`src/rtl/mprc_s2_miss_ctrl.sv`:
```
// Stage-2 dcache request register: retires hits in one cycle and hands misses to
// the MSHR file over valid/ready, nacking a miss that waits MAX_WAIT cycles.
module mprc_s2_miss_ctrl #(
  parameter int unsigned MAX_WAIT  = 8,
  parameter logic [15:0] LFSR_SEED = 16'h1
) (
  input  logic        clk,
  input  logic        reset_n,
  input  logic        s1_valid,
  input  logic        s1_kill,
  output logic        s1_ready,
  input  logic [4:0]  s1_req_cmd,
  input  logic [31:0] s1_req_addr,
  input  logic [8:0]  s1_req_id,
  input  logic [3:0]  s1_tag_match_way,
  output logic [4:0]  s2_req_cmd,
  output logic [3:0]  s2_tag_match_way,
  output logic [3:0]  s2_replaced_way_en,
  input  logic        s2_hit,
  input  logic        s2_tag_match,
  input  logic [1:0]  s2_hit_state,
  input  logic [1:0]  s2_repl_meta_coh,
  input  logic [19:0] s2_repl_meta_tag,
  output logic        resp_valid,
  output logic [8:0]  resp_id,
  output logic        nack_valid,
  output logic        mshr_req_valid,
  input  logic        mshr_req_ready,
  output logic [4:0]  mshr_req_cmd,
  output logic [31:0] mshr_req_addr,
  output logic [8:0]  mshr_req_id,
  output logic [3:0]  mshr_req_way_en,
  output logic [1:0]  mshr_req_old_coh,
  output logic        mshr_req_wb,
  output logic [19:0] mshr_req_wb_tag,
  output logic [1:0]  dbg_state
);

  localparam logic [1:0] COH_EXCL_DIRTY = 2'd3;
  localparam logic [7:0] MAX_WAIT_C     = 8'(MAX_WAIT);

  typedef enum logic [1:0] {
    IDLE      = 2'd0,
    EVAL      = 2'd1,
    MISS_WAIT = 2'd2
  } state_t;

  state_t      state;
  logic [31:0] s2_addr;
  logic [8:0]  s2_id;
  logic [7:0]  wait_cnt;
  logic [15:0] lfsr;

  // Hit-generator results frozen when the miss starts waiting, so the MSHR
  // request cannot change under a stalled handshake.
  logic        mw_tag_match;
  logic [1:0]  mw_hit_state;
  logic [1:0]  mw_repl_coh;
  logic [19:0] mw_repl_tag;

  logic        in_eval;
  logic        in_wait;
  logic        eval_hit;
  logic        mshr_fire;
  logic        done;
  logic        capture;
  logic        sel_tag_match;
  logic [1:0]  sel_hit_state;
  logic [1:0]  sel_repl_coh;
  logic [19:0] sel_repl_tag;
  logic [15:0] lfsr_next;

  // Handshake: a miss transfers to the MSHR file in any cycle where
  // mshr_req_valid && mshr_req_ready; valid is held with stable fields until then
  // or until the nack, and s1 transfers when s1_valid && !s1_kill && s1_ready.
  always_comb begin
    in_eval       = (state == EVAL);
    in_wait       = (state == MISS_WAIT);
    eval_hit      = in_eval && s2_hit;
    sel_tag_match = in_wait ? mw_tag_match : s2_tag_match;
    sel_hit_state = in_wait ? mw_hit_state : s2_hit_state;
    sel_repl_coh  = in_wait ? mw_repl_coh  : s2_repl_meta_coh;
    sel_repl_tag  = in_wait ? mw_repl_tag  : s2_repl_meta_tag;

    mshr_req_valid = (in_eval && !s2_hit) || in_wait;
    mshr_fire      = mshr_req_valid && mshr_req_ready;
    nack_valid     = in_wait && (wait_cnt == MAX_WAIT_C) && !mshr_req_ready;
    resp_valid     = eval_hit;
    resp_id        = (eval_hit || nack_valid) ? s2_id : 9'd0;
    done           = eval_hit || mshr_fire || nack_valid;

    s1_ready = reset_n && ((state == IDLE) || done);
    capture  = s1_valid && !s1_kill && s1_ready;

    mshr_req_cmd     = mshr_req_valid ? s2_req_cmd : 5'd0;
    mshr_req_addr    = mshr_req_valid ? s2_addr    : 32'd0;
    mshr_req_id      = mshr_req_valid ? s2_id      : 9'd0;
    mshr_req_way_en  = 4'd0;
    mshr_req_old_coh = 2'd0;
    mshr_req_wb      = 1'b0;
    mshr_req_wb_tag  = 20'd0;
    if (mshr_req_valid) begin
      mshr_req_way_en  = sel_tag_match ? s2_tag_match_way : s2_replaced_way_en;
      mshr_req_old_coh = sel_tag_match ? sel_hit_state : sel_repl_coh;
      mshr_req_wb      = !sel_tag_match && (sel_repl_coh == COH_EXCL_DIRTY);
      mshr_req_wb_tag  = sel_repl_tag;
    end

    lfsr_next = {lfsr[14:0], lfsr[15] ^ lfsr[13] ^ lfsr[12] ^ lfsr[10]};
    dbg_state = state;
  end

  always_ff @(posedge clk or negedge reset_n) begin
    if (!reset_n) begin
      state              <= IDLE;
      s2_req_cmd         <= 5'd0;
      s2_tag_match_way   <= 4'd0;
      s2_replaced_way_en <= 4'd0;
      s2_addr            <= 32'd0;
      s2_id              <= 9'd0;
      wait_cnt           <= 8'd0;
      lfsr               <= LFSR_SEED;
      mw_tag_match       <= 1'b0;
      mw_hit_state       <= 2'd0;
      mw_repl_coh        <= 2'd0;
      mw_repl_tag        <= 20'd0;
    end else begin
      if (mshr_fire) begin
        lfsr <= lfsr_next;
      end
      // Victim way comes from the LFSR value before any step in this cycle.
      if (capture) begin
        s2_req_cmd         <= s1_req_cmd;
        s2_addr            <= s1_req_addr;
        s2_id              <= s1_req_id;
        s2_tag_match_way   <= s1_tag_match_way;
        s2_replaced_way_en <= 4'b0001 << lfsr[1:0];
      end
      if ((state == IDLE) || done) begin
        state    <= capture ? EVAL : IDLE;
        wait_cnt <= 8'd0;
      end else if (in_eval) begin
        state        <= MISS_WAIT;
        wait_cnt     <= 8'd1;
        mw_tag_match <= s2_tag_match;
        mw_hit_state <= s2_hit_state;
        mw_repl_coh  <= s2_repl_meta_coh;
        mw_repl_tag  <= s2_repl_meta_tag;
      end else begin
        wait_cnt <= wait_cnt + 8'd1;
      end
    end
  end

  a_no_resp_and_nack : assert property (@(posedge clk) disable iff (!reset_n)
    !(resp_valid && nack_valid));
  a_no_mshr_in_idle : assert property (@(posedge clk) disable iff (!reset_n)
    !((state == IDLE) && mshr_req_valid));
  a_miss_way_onehot : assert property (@(posedge clk) disable iff (!reset_n)
    mshr_req_valid |-> $onehot(mshr_req_way_en));
  a_mshr_stable : assert property (@(posedge clk) disable iff (!reset_n)
    (mshr_req_valid && !mshr_req_ready && !nack_valid) |=>
      (mshr_req_valid && $stable(mshr_req_addr) && $stable(mshr_req_id) &&
       $stable(mshr_req_cmd) && $stable(mshr_req_way_en) &&
       $stable(mshr_req_old_coh) && $stable(mshr_req_wb) &&
       $stable(mshr_req_wb_tag)));

endmodule

```
`config.mk`:
```
export PLATFORM = sky130hd
export DESIGN_NAME = mprc_s2_miss_ctrl
export DESIGN_NICKNAME = d
export VERILOG_FILES = /design/src/rtl/mprc_s2_miss_ctrl.sv
export SDC_FILE = /design/constraint.sdc
export NUM_CORES = 1
export LEC_CHECK = 0
export ABC_AREA = 1
export BUFFER_PORTS_ARGS = -buffer_cell sky130_fd_sc_hd__buf_4
export CAP_MARGIN = 20
export CORE_AREA = 2 2 139 141
export DETAILED_ROUTE_END_ITERATION = 10
export DIE_AREA = 0 0 141 143
export PLACE_DENSITY = 0.57
export SETUP_SLACK_MARGIN = 0.02
export SYNTH_ARGS = -nofsm -noshare
export SYNTH_HDL_FRONTEND = slang
export SYNTH_SLANG_ARGS = --single-unit
```
`constraint.sdc`:
```
create_clock -name clk -period 1.8 [get_ports clk]
set_clock_uncertainty 0.15 [all_clocks]
set_input_delay 0.45 -clock clk [delete_from_list [all_inputs] [get_ports clk]]
set_output_delay 0.45 -clock clk [all_outputs]
set_load 0.01 [all_outputs]
```
==> metrics.cfg <==
[clocking]
htreeDepth=3
cts_buffers=9
insertion_delay_ns=0.35
root_buffer=clkbuf_16
path_clk_slew_ns=0.07
clock_path_buffers=2
cts_tree=done
clock_sinks=105

[placed_design]
place_inst=1106
post-place-ws_ns=-0.2673
io_buffers=181
place_area_um2=7684
dp_hpwl_um=11120
place_congestion=0.7604

[worst_setup_path]
crit_type=register to primary output
required_ns=1.20
r2r-end=mw_repl_tag[2]$_DFFE_PN0P_
end_kind=primary output
critPathLaunchType=register
cp.arrival_ns=1.72
critPathCapture=mshr_req_wb_tag[11]
cp_max_fo=9
rrSetupSlack_ns=-0.14
startpoint=dbg_state[1]$_DFFE_PN0P_
reg2reg_depth=12
r2r-start=dbg_state[0]$_DFFE_PN0P_

[drt]
post-route-drc-count=0
via_per_inst=4.472
vias=5067
route.detailed.wl_per_inst_um=13.99
first_pass_iters=4
totalWireLength_um=15850
drt_iter0_drc=271
ant_nets=0

[run_status]
violations=setup timing
status=complete, but fails checks

[floorplanning]
ioPinCount=182
core_area_um2=18580
initial_core_util_pct=28.51
dieWidth_um=141
die-area_um2=20160
rows=50
die_h_um=143

[sta]
worst_pin_slew_ns=0.3350
worst_slew_margin_rel_pct=77.67
fmax_mhz=430.7
fin_setup_tns_ns=-47.64
min_period_ns=2.322
fin_crit_sh_pct=129.0
slew_violations=0
hold_violations=0
setup_viol=173
grt_setup_unrepaired=yes
fin_ws_ns=-0.5219
fin_hold_ws_ns=0.1768

[synth]
synth-seq-area-share_pct=49.62
synth_cell_type_count=23
syn_inst=676
synth_top_cell_area_share_pct=49.13
ys_ff_latch=105
yosysTopAreaCell=dfrtp_1
synthTopCellsByArea=dfrtp_1 49%, nand2_1 15%, mux2_2 6.6%
yosys_warnings=0
synth_area_um2=5298
syn_area_per_cell_um2=7.837
synth_nets=759

[cells_and_area]
fin_cells=1133
drive_gt1_share_pct=41.60
final_cell_mix=213 x buf_4, 200 x nand2_1, 103 x dfrtp_1
mostFrequentLayoutCell=buf_4
nFillCells=1827
nNetsFinal=977
final_area_um2=8424
final_util_pct=45.34
multi_input_area_um2=2613
seq_area_um2=2630
syn_to_final_growth_pct=59.02
diodes=0

[hold_path]
min_path_type=input pin to register

[power_and_ir_drop]
total_power_mw=12.58
powerDensity_nw_per_um2=1493
ir_worst_vdd_mv=0.6279
leakage_nw=4.526

[grt]
antenna_found_initial=0
grt_start_max_net_pins=65
grt_pass1_vias=4828
grt_pass1_wl_um=25250
grt-ovfl-total=0
grt_usage_pct=15.72

[flow_run]
maxCapViolCount=0

-- where the power goes --
part	internal, mW	switching, mW	leakage, nW	total [mW]
clock	1.39	0.948	0.171	2.34
combinational	3.07	3.24	3.01	6.31
sequential	3.33	0.610	1.34	3.94
total	7.78	4.80	4.53	12.6
-- state kept, by name, indices dropped and copies added, names as in the netlist --
name / cells
s2_id: 9
s2_replaced_way_en: 4
mw_repl_tag: 20
mw_repl_coh: 2
lfsr: 16
s2_addr: 32
s2_req_cmd: 5
dbg_state: 2
wait_cnt: 8
s2_tag_match_way: 4
mw_tag_match: 1
mw_hit_state: 2
-- area by class of cell --
class	count	area share [%]
flip-flops and latches	105	31.22
multi-input cells	437	31.01
repair buffers	247	25.72
inverters	94	4.411
well taps	234	3.475
clock buffers	10	2.718
clock inverters	6	1.441
-- worst min-delay path by stage --
stage | endpoint | start | slack, ns | depth (start not counted)
detailed placement | s2_addr[15]$_DFFE_PN0P_ | reset_n | 0.31 | 2
CTS | mw_repl_tag[16]$_DFFE_PN0P_ | s2_repl_meta_tag[16] | 0.16 | 3
floorplan | dbg_state[0]$_DFFE_PN0P_ | reset_n | 0.004 | 0
finish | mw_repl_tag[13]$_DFFE_PN0P_ | s2_repl_meta_tag[13] | 0.18 | 3
global route | mw_repl_tag[16]$_DFFE_PN0P_ | s2_repl_meta_tag[16] | 0.16 | 3
global placement | s2_addr[9]$_DFFE_PN0P_ | s2_addr[9]$_DFFE_PN0P_ | 0.30 | 2
-- routing by layer --
| layer | track usage (%) | vias up | share of wire (%) |
|---|---|---|---|
| met5 | 0 | - | 0 |
| met4 | 3.526 | 0 | 0.85 |
| met3 | 3.789 | 14 | 6.9 |
| met2 | 23.59 | 152 | 43 |
| met1 | 22.99 | 2338 | 49 |
| li1 | - | 2563 | - |
-- critical path, cell delays in order, from the launching register on --
cell and delay (ns):
dfrtp_2 0.48, nand2_8 0.14, buf_4 0.18, mux2_2 0.34, nand2_1 0.06, inv_1 0.04
buf_4 0.13
-- cell usage after synthesis --
| library cell | count |
|---|---|
| nand3_1 | 31 |
| nand4_1 | 55 |
| o211ai_1 | 1 |
| o21ai_0 | 14 |
| mux2_2 | 31 |
| dfstp_2 | 1 |
| nand2_1 | 208 |
| clkbuf_1 | 19 |
| nor4_1 | 1 |
| o22ai_1 | 1 |
| ha_1 | 2 |
| xnor2_1 | 3 |
| dfrtp_1 | 104 |
| nand3_2 | 2 |
| buf_1 | 9 |
| buf_2 | 13 |
| nor2_2 | 1 |
| nor2_1 | 77 |
| xor2_1 | 4 |
| inv_1 | 91 |
| nor3_1 | 1 |
| a21oi_1 | 4 |
| inv_2 | 3 |
-- kinds of logic (layout without fill, tap and decap cells) --
| kind of cell | count (synthesis) | after routing | share of synthesized area [%] |
|---|---|---|---|
| AO/OA/AOI/OAI | 20 | 20 | 1.961 |
| AND/OR/NAND/NOR | 376 | 377 | 30.33 |
| flip-flops | 105 | 105 | 49.62 |
| adder cells (fa/ha/maj) | 2 | 2 | 0.4723 |
| multiplexers | 31 | 31 | 6.589 |
| buffers and inverters | 135 | 357 | 9.872 |
| XOR/XNOR | 7 | 7 | 1.157 |
-- timing repair --
action | in CTS | in global routing
gates cloned | 2 | 1
setup buffers | 6 | 1
hold buffers | 1 | 0
setup endpoints to repair | 184 | 212
gates resized for setup | 35 | 43
pin swaps | 5 | 4
hold endpoints to repair | 79 | 0
Note: power is estimated with default switching activity, not from simulation.
